### config.mk
export PLATFORM = sky130hd
export DESIGN_NAME = uart_boot_loader_flat
export DESIGN_NICKNAME = d
export VERILOG_FILES = /design/src/rtl/uart_boot_loader_pkg.sv /design/src/rtl/uart_boot_loader_if.sv /design/src/rtl/uart_boot_loader_word_packer.sv /design/src/rtl/uart_boot_loader.sv /design/src/flat_wrapper.sv
export SDC_FILE = /design/constraint.sdc
export NUM_CORES = 1
export LEC_CHECK = 0
export ABC_AREA = 0
export CAP_MARGIN = 15
export CORE_MARGIN = 4
export CORE_UTILIZATION = 49
export CTS_CLUSTER_DIAMETER = 200
export DETAILED_ROUTE_END_ITERATION = 8
export DONT_BUFFER_PORTS = 1
export MAX_ROUTING_LAYER = met4
export PLACE_DENSITY = 0.68
export SLEW_MARGIN = 20
export SYNTH_ARGS = -nofsm -noshare
export SYNTH_HDL_FRONTEND = slang
export SYNTH_SLANG_ARGS = --single-unit
### constraint.sdc
create_clock -name clk -period 4.73 [get_ports clk]
set_input_delay 0.2365 -clock clk [delete_from_list [all_inputs] [get_ports clk]]
set_output_delay 0.2365 -clock clk [all_outputs]
set_load 0.05 [all_outputs]
### src/rtl/uart_boot_loader_pkg.sv
// Shared definitions for the boot loader, the UART receiver and their benches.
package uart_boot_loader_pkg;

    typedef enum logic [1:0] {
        ST_LOAD  = 2'd0,
        ST_DONE  = 2'd1,
        ST_ERROR = 2'd2
    } state_e;

    localparam int unsigned CLK_HZ         = 100_000_000;
    localparam int unsigned BAUD           = 9600;
    // Rounded to nearest: 100 MHz / 9600 = 10416.67 -> 10417
    localparam int unsigned CLKS_PER_BIT   = (CLK_HZ + BAUD / 2) / BAUD;
    localparam int unsigned BYTES_PER_WORD = 4;

endpackage

### src/rtl/uart_boot_loader_if.sv
// Byte-stream input and instruction-memory write side of the boot loader.
interface uart_boot_loader_if #(
    parameter int unsigned IMAGE_BYTES = 52,
    parameter int unsigned ADDR_W      = 8
);
    localparam int unsigned CNT_W = $clog2(IMAGE_BYTES + 1);

    logic              byte_valid;
    logic [7:0]        byte_data;
    logic              frame_err;
    logic              mem_we;
    logic [ADDR_W-1:0] mem_addr;
    logic [31:0]       mem_wdata;
    logic              cpu_run;
    logic              load_err;
    logic [CNT_W-1:0]  bytes_rcvd;

    modport master (
        output byte_valid, byte_data, frame_err,
        input  mem_we, mem_addr, mem_wdata, cpu_run, load_err, bytes_rcvd
    );

    modport slave (
        input  byte_valid, byte_data, frame_err,
        output mem_we, mem_addr, mem_wdata, cpu_run, load_err, bytes_rcvd
    );

endinterface

### src/rtl/uart_boot_loader_word_packer.sv
// Little-endian byte-to-word assembly with zero padding and a separate write register.
module uart_boot_loader_word_packer (
    input  logic        clk,
    input  logic        rst,
    input  logic        accept_i,
    input  logic [1:0]  lane_i,
    input  logic        last_i,
    input  logic [7:0]  byte_i,
    output logic        word_ready_o,
    output logic [31:0] word_o
);

    logic [31:0] asm_q;
    logic [31:0] asm_d;
    logic [31:0] word_q;
    logic        ready_q;

    always_comb begin
        asm_d = asm_q;
        asm_d[8*lane_i +: 8] = byte_i;
    end

    // Assembly is cleared on every completed word, so upper lanes of a short
    // final word are already zero when it is copied out.
    always_ff @(posedge clk) begin
        if (rst) begin
            asm_q   <= '0;
            word_q  <= '0;
            ready_q <= 1'b0;
        end else begin
            ready_q <= 1'b0;
            if (accept_i) begin
                if (lane_i == 2'd3 || last_i) begin
                    word_q  <= asm_d;
                    asm_q   <= '0;
                    ready_q <= 1'b1;
                end else begin
                    asm_q <= asm_d;
                end
            end
        end
    end

    assign word_ready_o = ready_q;
    assign word_o       = word_q;

endmodule

### src/rtl/uart_boot_loader.sv
// Loads a program image from the UART byte stream into instruction memory, then releases the core.
module uart_boot_loader
    import uart_boot_loader_pkg::*;
#(
    parameter int unsigned       IMAGE_BYTES = 52,
    parameter int unsigned       ADDR_W      = 8,
    parameter logic [ADDR_W-1:0] BASE_ADDR   = '0
) (
    input  logic              clk,
    input  logic              rst,
    uart_boot_loader_if.slave bus
);

    localparam int unsigned      CNT_W    = $clog2(IMAGE_BYTES + 1);
    localparam logic [CNT_W-1:0] CNT_LAST = CNT_W'(IMAGE_BYTES - 1);
    localparam logic [CNT_W-1:0] CNT_FULL = CNT_W'(IMAGE_BYTES);

    state_e            state_q;
    logic [CNT_W-1:0]  cnt_q;
    logic [1:0]        lane_q;
    logic [ADDR_W-1:0] ptr_q;
    logic              cpu_run_q;
    logic              load_err_q;

    logic              accept;
    logic              last_byte;
    logic              word_ready;
    logic [31:0]       word;

    // A framing error in the same cycle as a byte discards the byte.
    always_comb begin
        accept    = (state_q == ST_LOAD) && bus.byte_valid && !bus.frame_err
                    && (cnt_q != CNT_FULL);
        last_byte = (cnt_q == CNT_LAST);
    end

    uart_boot_loader_word_packer u_word_packer (
        .clk          (clk),
        .rst          (rst),
        .accept_i     (accept),
        .lane_i       (lane_q),
        .last_i       (last_byte),
        .byte_i       (bus.byte_data),
        .word_ready_o (word_ready),
        .word_o       (word)
    );

    // word_ready can only follow an accept made in LOAD, so a write already
    // pending when frame_err arrives still completes in that cycle.
    always_ff @(posedge clk) begin
        if (rst) begin
            state_q    <= ST_LOAD;
            cnt_q      <= '0;
            lane_q     <= '0;
            ptr_q      <= BASE_ADDR;
            cpu_run_q  <= 1'b0;
            load_err_q <= 1'b0;
        end else begin
            if (word_ready) begin
                ptr_q <= ptr_q + ADDR_W'(1);
            end
            case (state_q)
                ST_LOAD: begin
                    if (bus.frame_err) begin
                        state_q    <= ST_ERROR;
                        load_err_q <= 1'b1;
                    end else begin
                        if (accept) begin
                            cnt_q  <= cnt_q + CNT_W'(1);
                            lane_q <= lane_q + 2'd1;
                        end
                        if (word_ready && cnt_q == CNT_FULL) begin
                            state_q   <= ST_DONE;
                            cpu_run_q <= 1'b1;
                        end
                    end
                end
                ST_DONE:  state_q <= ST_DONE;
                ST_ERROR: state_q <= ST_ERROR;
                default: begin
                    state_q    <= ST_ERROR;
                    load_err_q <= 1'b1;
                end
            endcase
        end
    end

    assign bus.mem_we     = word_ready;
    assign bus.mem_addr   = ptr_q;
    assign bus.mem_wdata  = word;
    assign bus.cpu_run    = cpu_run_q;
    assign bus.load_err   = load_err_q;
    assign bus.bytes_rcvd = cnt_q;

endmodule

### src/flat_wrapper.sv
// flat-port wrapper written by rule: the top's interface ports become plain ports
module uart_boot_loader_flat import uart_boot_loader_pkg::*;
#(
    parameter int unsigned       IMAGE_BYTES = 52,
    parameter int unsigned       ADDR_W      = 8,
    parameter logic [ADDR_W-1:0] BASE_ADDR   = '0
)
  (clk, rst, bus_byte_valid, bus_byte_data, bus_frame_err, bus_mem_we, bus_mem_addr, bus_mem_wdata, bus_cpu_run, bus_load_err, bus_bytes_rcvd);
  uart_boot_loader_if #(.IMAGE_BYTES(IMAGE_BYTES), .ADDR_W(ADDR_W)) bus_i ();
  input  logic clk;
  input  logic rst;
  input wire logic [$bits(bus_i.byte_valid)-1:0] bus_byte_valid;
  input wire logic [$bits(bus_i.byte_data)-1:0] bus_byte_data;
  input wire logic [$bits(bus_i.frame_err)-1:0] bus_frame_err;
  output wire logic [$bits(bus_i.mem_we)-1:0] bus_mem_we;
  output wire logic [$bits(bus_i.mem_addr)-1:0] bus_mem_addr;
  output wire logic [$bits(bus_i.mem_wdata)-1:0] bus_mem_wdata;
  output wire logic [$bits(bus_i.cpu_run)-1:0] bus_cpu_run;
  output wire logic [$bits(bus_i.load_err)-1:0] bus_load_err;
  output wire logic [$bits(bus_i.bytes_rcvd)-1:0] bus_bytes_rcvd;
  assign bus_i.byte_valid = bus_byte_valid;
  assign bus_i.byte_data = bus_byte_data;
  assign bus_i.frame_err = bus_frame_err;
  assign bus_mem_we = bus_i.mem_we;
  assign bus_mem_addr = bus_i.mem_addr;
  assign bus_mem_wdata = bus_i.mem_wdata;
  assign bus_cpu_run = bus_i.cpu_run;
  assign bus_load_err = bus_i.load_err;
  assign bus_bytes_rcvd = bus_i.bytes_rcvd;
  uart_boot_loader #(.IMAGE_BYTES(IMAGE_BYTES), .ADDR_W(ADDR_W), .BASE_ADDR(BASE_ADDR)) u_core (.clk(clk), .rst(rst), .bus(bus_i));
endmodule
After elaboration in Yosys (flattened, before gate mapping)
Index checks and enable logic that the tools add are counted.
{"block": "word_totals", "output_inout_bits": 49, "input_bits": 12, "reg_bits": 85, "elab_cells": 47}
{"block": "classes", "shift": 2, "muxes": 8, "n_addsub": 4, "n_eq_ne": 8, "bitwise": 3, "n_reduce_logical": 13}
{"op": "$neg A5 Y34", "n": 1}
{"op": "$shift A8 B34 Y32 const A", "n": 1}
{"op": "$shiftx A8 B34 Y32", "n": 1}
{"op": "$bwmux W32", "n": 1}
{"op": "$mux W32", "n": 1}
{"op": "$eq A6 B6 Y1 const B", "n": 2}
{"op": "$add A8 B1 Y8 const B", "n": 1}
{"op": "$add A6 B1 Y6 const B", "n": 1}
{"op": "$ne A6 B6 Y1 const B", "n": 1}
{"op": "$reduce_and A3 Y1", "n": 2}
{"op": "$eq A2 B2 Y1 const B", "n": 2}
{"op": "$logic_and A1 B1 Y1", "n": 4}
{"op": "$mux W2", "n": 2}
{"op": "$pmux W2 S2", "n": 1}
{"op": "$reduce_and A2 Y1", "n": 2}
{"op": "$reduce_or A2 Y1", "n": 2}
{"op": "$ne A3 B3 Y1 const B", "n": 1}
{"op": "$not A1 Y1", "n": 3}
{"op": "$add A2 B1 Y2 const B", "n": 1}
{"op": "$eq A2 B1 Y1 const B", "n": 1}
{"op": "$logic_not A2 Y1", "n": 1}
{"op": "$mux W1", "n": 2}
{"op": "$ne A2 B2 Y1 const B", "n": 1}
{"op": "$pmux W1 S2", "n": 1}
{"op": "other kinds (2)", "n": 2}

Logic depth before layout (Yosys ltp)
Gate-level depths: netlist of the first run.
{"block": "depth", "ltp_word": 6, "mapped_depth": 8, "mapped_depth_nobuf": 6}

Modules after synthesis
From an unflattened synthesis of the first run, not the netlist that was laid out.
{"block": "unflattened", "cells_unflattened": 367, "area_unflattened_um2": 3550.9}
{"mod": "uart_boot_loader_word_packer", "n_inst": 1, "seq_area_each_um2": 1301.2, "area_per_inst_um2": 2555.0, "cells_each": 256}
{"mod": "uart_boot_loader", "n_inst": 1, "seq_area_each_um2": 400.4, "area_per_inst_um2": 996.0, "cells_each": 111}

Worst setup path before layout of the first run
No wires, ideal clock.
{"block": "synth_path", "kind": "flip-flop to flip-flop", "from": "reg u_core.cnt_q[0] (netlist: u_core.bus.bytes_rcvd[0])", "to": "reg u_core.u_word_packer.asm_q[16]", "required_ps": 4664, "path_buffers": 1, "arrival_time_ps": 1975, "stages_incl_launch_ff": 8, "setup_ps": 66, "slack_ps": 2690, "period_less_slack_ps": 2040, "cell_sequence": "dfxtp_1 -> inv_1 -> ha_1 -> mux2_4 -> a211oi_4 -> buf_6 -> a22oi_2 -> nor2_2"}
{"block": "synth_via", "elab_chain_len": 3, "elab_cells_between_ends": 5, "cone_classes": "eq/ne (2); mux (1); reduce/logical (2)"}
{"item": "start, declared", "line_no": "uart_boot_loader.sv:19", "rtl": "logic [CNT_W-1:0] cnt_q;"}
{"item": "start signal, assigned", "line_no": "uart_boot_loader.sv:69", "rtl": "cnt_q <= cnt_q + CNT_W'(1);"}
{"item": "$eq A6 B6 Y1", "line_no": "uart_boot_loader.sv:34", "rtl": "last_byte = (cnt_q == CNT_LAST);"}
{"item": "$logic_or A1 B1 Y1", "line_no": "uart_boot_loader_word_packer.sv:33", "rtl": "if (lane_i == 2'd3 || last_i) begin"}
{"item": "$mux W32", "line_no": "uart_boot_loader_word_packer.sv:33"}
{"item": "end signal, assigned", "line_no": "uart_boot_loader_word_packer.sv:38", "rtl": "asm_q <= asm_d;"}
{"item": "end, declared", "line_no": "uart_boot_loader_word_packer.sv:13", "rtl": "logic [31:0] asm_q;"}
Several ways; a longest one is shown, not always the timed one.
A chain may end at the register's enable or synchronous reset.

Worst setup path in the final report of the first run
{"block": "layout_path", "from": "reg u_core.cnt_q[2] (netlist: u_core.bus.bytes_rcvd[2])", "to": "reg u_core.lane_q[1]"}
{"block": "layout_via", "elab_chain_len": 3}
{"item": "$ne A6 B6 Y1", "line_no": "uart_boot_loader.sv:33", "rtl": "&& (cnt_q != CNT_FULL);"}
{"item": "$logic_and A1 B1 Y1", "line_no": "uart_boot_loader.sv:33"}
{"item": "$reduce_and A3 Y1 (no line)"}
{"item": "end signal, assigned", "line_no": "uart_boot_loader.sv:70", "rtl": "lane_q <= lane_q + 2'd1;"}
{"item": "end, declared", "line_no": "uart_boot_loader.sv:20", "rtl": "logic [1:0] lane_q;"}
No other way between the ends.

==> impl_metrics.tcl, run 1 <==
set metrics [dict create \
    status "complete, no violations" \
    synthToLayoutAreaGrowth_pct 4.83 \
    synth_top_family_by_area "compound AO/OA/AOI/OAI gates" \
    cp_cell_sequence "nand2_2 -> o21ai_4 -> buf_4 -> mux2i_1 -> nor2_1" \
    place_congestion 0.817 \
    synth_warnings 0 \
    cp_slowest_stage_delay_ps 820 \
    hpwl_um 5920 \
    cts_hold_buf 1 \
    vdd_drop_max_v 0.000145 \
    synth.distinct_cells 51 \
    period_minus_slack_ps 2500 \
    total_power_mw 1.37 \
    required_ps 4960 \
    worstSkewPairLatency_ps 350 \
    critPathTopFamily "flip-flops" \
    end_kind "flop" \
    wire_per_inst_um 17.6 \
    pin_count 61 \
    crit_path_start_kind "flop" \
    cts.sinks 85 \
    finalHoldViolations 0 \
    wl_um 9200 \
    row_count 33 \
    synth-compound-area-share_pct 32.2 \
    crit_arrival_ps 2730 \
    ant_nets 0 \
    fp.dieH_um 101 \
    die_area_um2 10200 \
    clk_path_buf_depth 2 \
    drt_pass1_iterations 4 \
    hold_ws_ps 137 \
    postCtsSetupBuffers 0 \
    synth_xor_area_share_pct 2.06 \
    grt_pass1_vias 2906 \
    grt_antenna_before_repair 0 \
    diodes 0 \
    numCtsBuffers 9 \
    cp_slowest_cell "dfxtp_1" \
    rsz0062_at_grt "no" \
    drive_above_1_share_pct 30.0 \
    synth_seq_area_share_pct 40.0 \
    skew_ps 8.63 \
    slew_violations 0 \
    p_leak_nw 1.51 \
    syn_avg_cell_area_um2 9.91 \
    p_per_area_nw_per_um2 307 \
    relSlewSlack_pct 43.3 \
    grt_max_degree 86 \
    vias 3003 \
    worst-path-buf-inv 1 \
    drv_cap 0 \
    synth_area_um2 4250 \
    syn_inst 429 \
    worstSetupPathType "flop to flop" \
    ys.flop_type "dfxtp_1" \
    drtIter0Drc 107 \
    synthAdderAreaFrac_pct 2.94 \
    fmax_mhz 400 \
    die_w_um 101 \
    setup_tns_ps 0 \
    track_usage_pct 19.0 \
    cp_max_fo 21 \
    htree_num_levels 3 \
    finalCritPeriodShare_pct 52.8 \
    cts_tree "yes" \
    via_per_inst 5.75 \
    n_fill_cell 789 \
    cts-resized-gates 0 \
    io_buffers 0 \
    ys_ff_latch 85 \
    clk_pin_slew_ps 90 \
    drc 0 \
    min_path_type "input port to flop" \
    syn_nets 451 \
    core_um2 8340 \
    ctsRootBufferMaster "clkbuf_8" \
    num-nets-final 434 \
    synthArstFlopShare_pct 0 \
    start_util_pct 51.0 \
    grt_pass1_wl_um 15000 \
    grt-ovfl-total 0 \
    synth-edff-count 0 \
    setup_viol 0 \
    synthMuxAreaShare_pct 1.06 \
    tightest_slew_ps 847 \
    synthSimpleGateAreaFrac_pct 15.1 \
]
==> Yosys cell counts, drive strengths merged (2+ instances only) <==
| cell | number | area, um2 |
|---|---|---|
| o2bb2ai | 4 | 35.0 |
| ha | 10 | 125 |
| o21ai | 4 | 31.3 |
| buf | 22 | 143 |
| a22oi | 32 | 390 |
| xor2 | 7 | 61.3 |
| mux2i | 3 | 30.0 |
| dfxtp | 85 | 1700 |
| nand4b | 2 | 17.5 |
| or3 | 4 | 26.3 |
| nand3b | 2 | 40.0 |
| and3b | 2 | 17.5 |
| nor2 | 83 | 387 |
| a21oi | 38 | 194 |
| o32ai | 6 | 60.1 |
| nand4bb | 2 | 22.5 |
| clkbuf | 12 | 45.0 |
| nand2b | 2 | 12.5 |
| xnor2 | 3 | 26.3 |
| and3 | 2 | 13.8 |
| nand2 | 7 | 28.8 |
| a211oi | 33 | 410 |
| a22o | 20 | 175 |
| nand4 | 5 | 31.3 |
| o22ai | 2 | 12.5 |
| inv | 26 | 97.6 |
==> cells in the final DEF, fill, tap and decap left out, types with 6 or more instances in the layout <==
cell and count:
a22oi_2 30, nand2_1 6, a22o_1 20, xor2_1 7, ha_1 10, a21oi_1 37, inv_1 25, dfxtp_1 85
nor2_2 30, nor2_1 53, a211oi_2 30, clkbuf_8 12
==> metrics by stage <==
step	setup WS, ps	cells	utilization, %	cell area [um2]
after global routing	2050	522	53.5	4460
after CTS	2200	522	53.5	4460
final	2230	522	53.5	4460
after global placement	2280	505	50.8	4230
after detailed placement	2240	505	50.8	4230
after floorplan	2690	429	-	4250
==> worst min-delay path: stages <==
cell      delay, ps
nor2b_1          60
nor2_1           90
a311oi_1         50
==> cells by family after synthesis <==
kind of cell,count (synthesis)
compound gates,144
xor+xnor,10
fa+ha+maj,10
buf+inv,60
flops,85
mux,4
simple gates,116
==> per-layer routing <==
layer	wire length [um]	part of all wire, %	up-vias	global-route usage (%)
met2	4020	44	52	27.2
li1	-	-	1505	-
met3	485	5.3	15	4.61
met1	4530	49	1431	25.7
met4	170	1.8	0	7.57
met5	0	0	-	-
==> layout make-up <==
type                       count  area, um2  area share, %
sequential                    85       1700           38.2
tap                          105        131           2.95
clock inverter                 4       31.3          0.702
clock buffer                  12        165           3.70
inverter                      26       97.6           2.19
multi-input combinational    284       2270           50.8
timing repair buffer           6       65.1           1.46
==> where the power goes <==
group	switching, mW	leakage (nW)	internal, mW
clock network	0.268	0.0908	0.235
registers	0.0135	0.686	0.722
logic	0.0894	0.733	0.0416
total	0.370	1.51	0.999
==> flip-flops by register name, summed over array words and instances (netlist names) <==
signal                             cells
u_core.u_word_packer.word_o           32
u_core.u_word_packer.word_ready_o      1
u_core.bus.cpu_run                     1
u_core.state_q                         2
u_core.bus.bytes_rcvd                  6
u_core.u_word_packer.asm_q            32
u_core.lane_q                          2
u_core.bus.mem_addr                    8
u_core.bus.load_err                    1
==> final timing paths <==
| check | slack, ps | depth (start not counted) | end | startpoint |
|---|---|---|---|---|
| worst max-delay path | 2230 | 5 | u_core.lane_q[1] | u_core.bus.bytes_rcvd[2] |
| worst min-delay path | 140 | 3 | u_core.state_q[0] | bus_frame_err |
| worst max register to register | 2230 | 5 | u_core.lane_q[1] | u_core.bus.bytes_rcvd[2] |
| worst min register to register | 480 | 2 | u_core.state_q[1] | u_core.state_q[1] |
No activity file was read; power rests on OpenSTA's default activity.
==> inputs of run 2 (changes only) <==
--- a/config.mk
+++ b/config.mk
@@ -13,7 +13,7 @@
 export DETAILED_ROUTE_END_ITERATION = 8
 export DONT_BUFFER_PORTS = 1
 export MAX_ROUTING_LAYER = met4
-export PLACE_DENSITY = 0.68
+export PLACE_DENSITY = 0.7
 export SLEW_MARGIN = 20
 export SYNTH_ARGS = -nofsm -noshare
 export SYNTH_HDL_FRONTEND = slang
==> constraint.sdc (replaced) <==
create_clock -name clk -period 2.29 [get_ports clk]
set_input_delay 0.1145 -clock clk [delete_from_list [all_inputs] [get_ports clk]]
set_output_delay 0.1145 -clock clk [all_outputs]
set_load 0.05 [all_outputs]
==> run 2 against run 1 <==
- die area did not move
- fmax rose by 12%
- clock skew is 4.0 ps lower
- non-clock buffer count grew 53
- via count grew 11%
- cell count increased by 10%
- sequential power increased by 110%
- worst hold slack worse by 92 ps
- setup slack got worse by 2200 ps
- design area is 13% higher
- power grew 120%
- first-iteration DRC count increased by 35%
==> impl_metrics.tcl, run 2 (synthesized netlist as in run 1, its figures left out) <==
set metrics [dict create \
    status "complete, no violations" \
    row_count 33 \
    hold_path_startpoint "bus_frame_err" \
    grt_max_degree 65 \
    drt_pass1_iterations 4 \
    min_path_type "input port to flop" \
    layout_commonest_cell "dfxtp_1" \
    ant_nets 0 \
    final_cell_mix "dfxtp_1 (85), nor2_1 (53), a21oi_1 (37)" \
    min_to "u_core.state_q[0]" \
    num-nets-final 487 \
    cp_slowest_stage_delay_ps 560 \
    pwr-share-comb_pct 11.4 \
    vias 3336 \
    cts_tree "yes" \
    finalHoldViolations 0 \
    dp_cells 521 \
    relSlewSlack_pct 62.1 \
    total_power_mw 3.00 \
    synthToLayoutAreaGrowth_pct 18.2 \
    min_path_cells 3 \
    start_util_pct 51.0 \
    fmax_mhz 448 \
    drive_above_1_share_pct 33.6 \
    postLayoutCellArea_um2 5030 \
    drv_cap 0 \
    drtIter0Drc 144 \
    setup_tns_ps 0 \
    wl_um 10700 \
    instances_no_fill 575 \
    die_w_um 101 \
    htree_num_levels 3 \
    via_per_inst 5.80 \
    p_per_area_nw_per_um2 596 \
    skew_ps 4.66 \
    io_buffers 0 \
    worstSetupPathType "flop to flop" \
    setup_viol 0 \
    cp_max_fo 9 \
    slew_violations 0 \
    worstReg2RegEnd "u_core.u_word_packer.asm_q[15]" \
    grt-ovfl-total 0 \
    required_ps 2530 \
    sequentialPowerShare_pct 50.4 \
    pwr-share-clk_pct 38.2 \
    worstSkewPairLatency_ps 350 \
    place_congestion 0.770 \
    pin_count 61 \
    grt_antenna_before_repair 0 \
    clk_path_buf_depth 2 \
    tightest_slew_ps 568 \
    hold_ws_ps 45.1 \
    finalCritPeriodShare_pct 97.6 \
    crit_path_start_kind "flop" \
    swShare_pct 25.4 \
    fp.dieH_um 101 \
    register_area_um2 1700 \
    switchingPower_uw 760 \
    drc 0 \
    hpwl_um 6320 \
    clk_pin_slew_ps 80 \
    rrSetupSlack_ps 60 \
    core_um2 8340 \
    vdd_drop_max_v 0.000269 \
    numCtsBuffers 9 \
    period_minus_slack_ps 2230 \
    rsz0062_at_grt "yes" \
    p_leak_nw 1.86 \
    multi_input_area_um2 2280 \
    grt_pass1_wl_um 16800 \
    cts.sinks 85 \
    crit_arrival_ps 2480 \
    end_kind "flop" \
    ctsRootBufferMaster "clkbuf_8" \
    diodes 0 \
    cp_cell_sequence "inv_1 -> ha_1 -> nand2b_1 -> o2bb2ai_1 -> a22oi_2 -> nor2_2 -> dlygate4sd3_1" \
    track_usage_pct 21.3 \
    p_int_mw 2.24 \
    grt_pass1_vias 3271 \
    die_area_um2 10200 \
    r2r_start "u_core.lane_q[0]" \
    cp_slowest_cell "dlygate4sd3_1" \
    reg2reg_depth 7 \
    n_fill_cell 702 \
    wire_per_inst_um 18.6 \
    placed_area_um2 4400 \
]
-- run 2: cell types whose count changed in the layout (fill, tap and decap cells not counted), sizes merged --
| cell | previous run | this run |
|---|---|---|
| bufinv | 0 | 2 |
| buf | 6 | 36 |
| dlygate4sd3 | 0 | 21 |
| clkbuf | 12 | 14 |
| clkinvlp | 3 | 1 |
-- run 2: final cells by class --
| cell class | count | share of cell area, % |
|---|---|---|
| timing repair buffer | 59 | 12.1 |
| clock buffer | 12 | 2.69 |
| sequential | 85 | 33.9 |
| tap | 105 | 2.61 |
| multi-input combinational | 284 | 45.4 |
| clock inverter | 4 | 1.44 |
| inverter | 26 | 1.94 |
-- run 2: timing repair --
| action | in CTS | in global routing |
|---|---|---|
| setup buffers | 0 | 14 |
| hold buffers | 22 | 0 |
| resized for setup | 0 | 6 |
| setup endpoints to repair | 0 | 7 |
| endpoints found under the hold margin | 85 | 0 |
-- run 2: worst max-delay path by stage --
| stage | from | end | slack [ps] |
|---|---|---|---|
| floorplan | u_core.bus.bytes_rcvd[0] | u_core.u_word_packer.asm_q[16] | 250 |
| global placement | u_core.lane_q[0] | u_core.u_word_packer.word_o[16] | 340 |
| detailed placement | u_core.lane_q[1] | u_core.u_word_packer.word_o[16] | 220 |
| CTS | u_core.bus.bytes_rcvd[0] | u_core.u_word_packer.asm_q[15] | 20 |
| global route | u_core.lane_q[0] | u_core.u_word_packer.word_o[20] | -50 |
| finish | u_core.lane_q[0] | u_core.u_word_packer.asm_q[15] | 60 |
-- run 2: per-layer routing --
metal	track usage (%)	wire, um	vias to the layer above
met3	4.55	810	12
met4	7.36	141	0
met5	-	0	-
met1	28.1	4680	1617
met2	32.6	5060	89
li1	-	-	1618
-- run 2: per-stage QoR --
step / util [%] / setup WS [ps]
final: 60.3 / 55.5
after global routing: 60.3 / -50.5
after CTS: 58.1 / 19.2
after detailed placement: 52.8 / 220
after global placement: 52.8 / 338
after floorplan: - / 250
-- run 2: worst max-delay path: cells and delay by family (launching register included) --
family	cells	cell delay, ps
compound gates	2	320
fa+ha+maj	1	410
buf+inv	2	710
flops	1	330
simple gates	2	350
-- run 2: power groups by stage --
stage / combinational [mW] / sequential [mW] / clock (mW)
finish: 0.340 / 1.51 / 1.15
floorplan: 0.226 / 1.55 / 0
global placement: 0.257 / 1.55 / 0
CTS: 0.302 / 1.51 / 1.17
detailed placement: 0.265 / 1.55 / 0
global route: 0.364 / 1.51 / 1.23
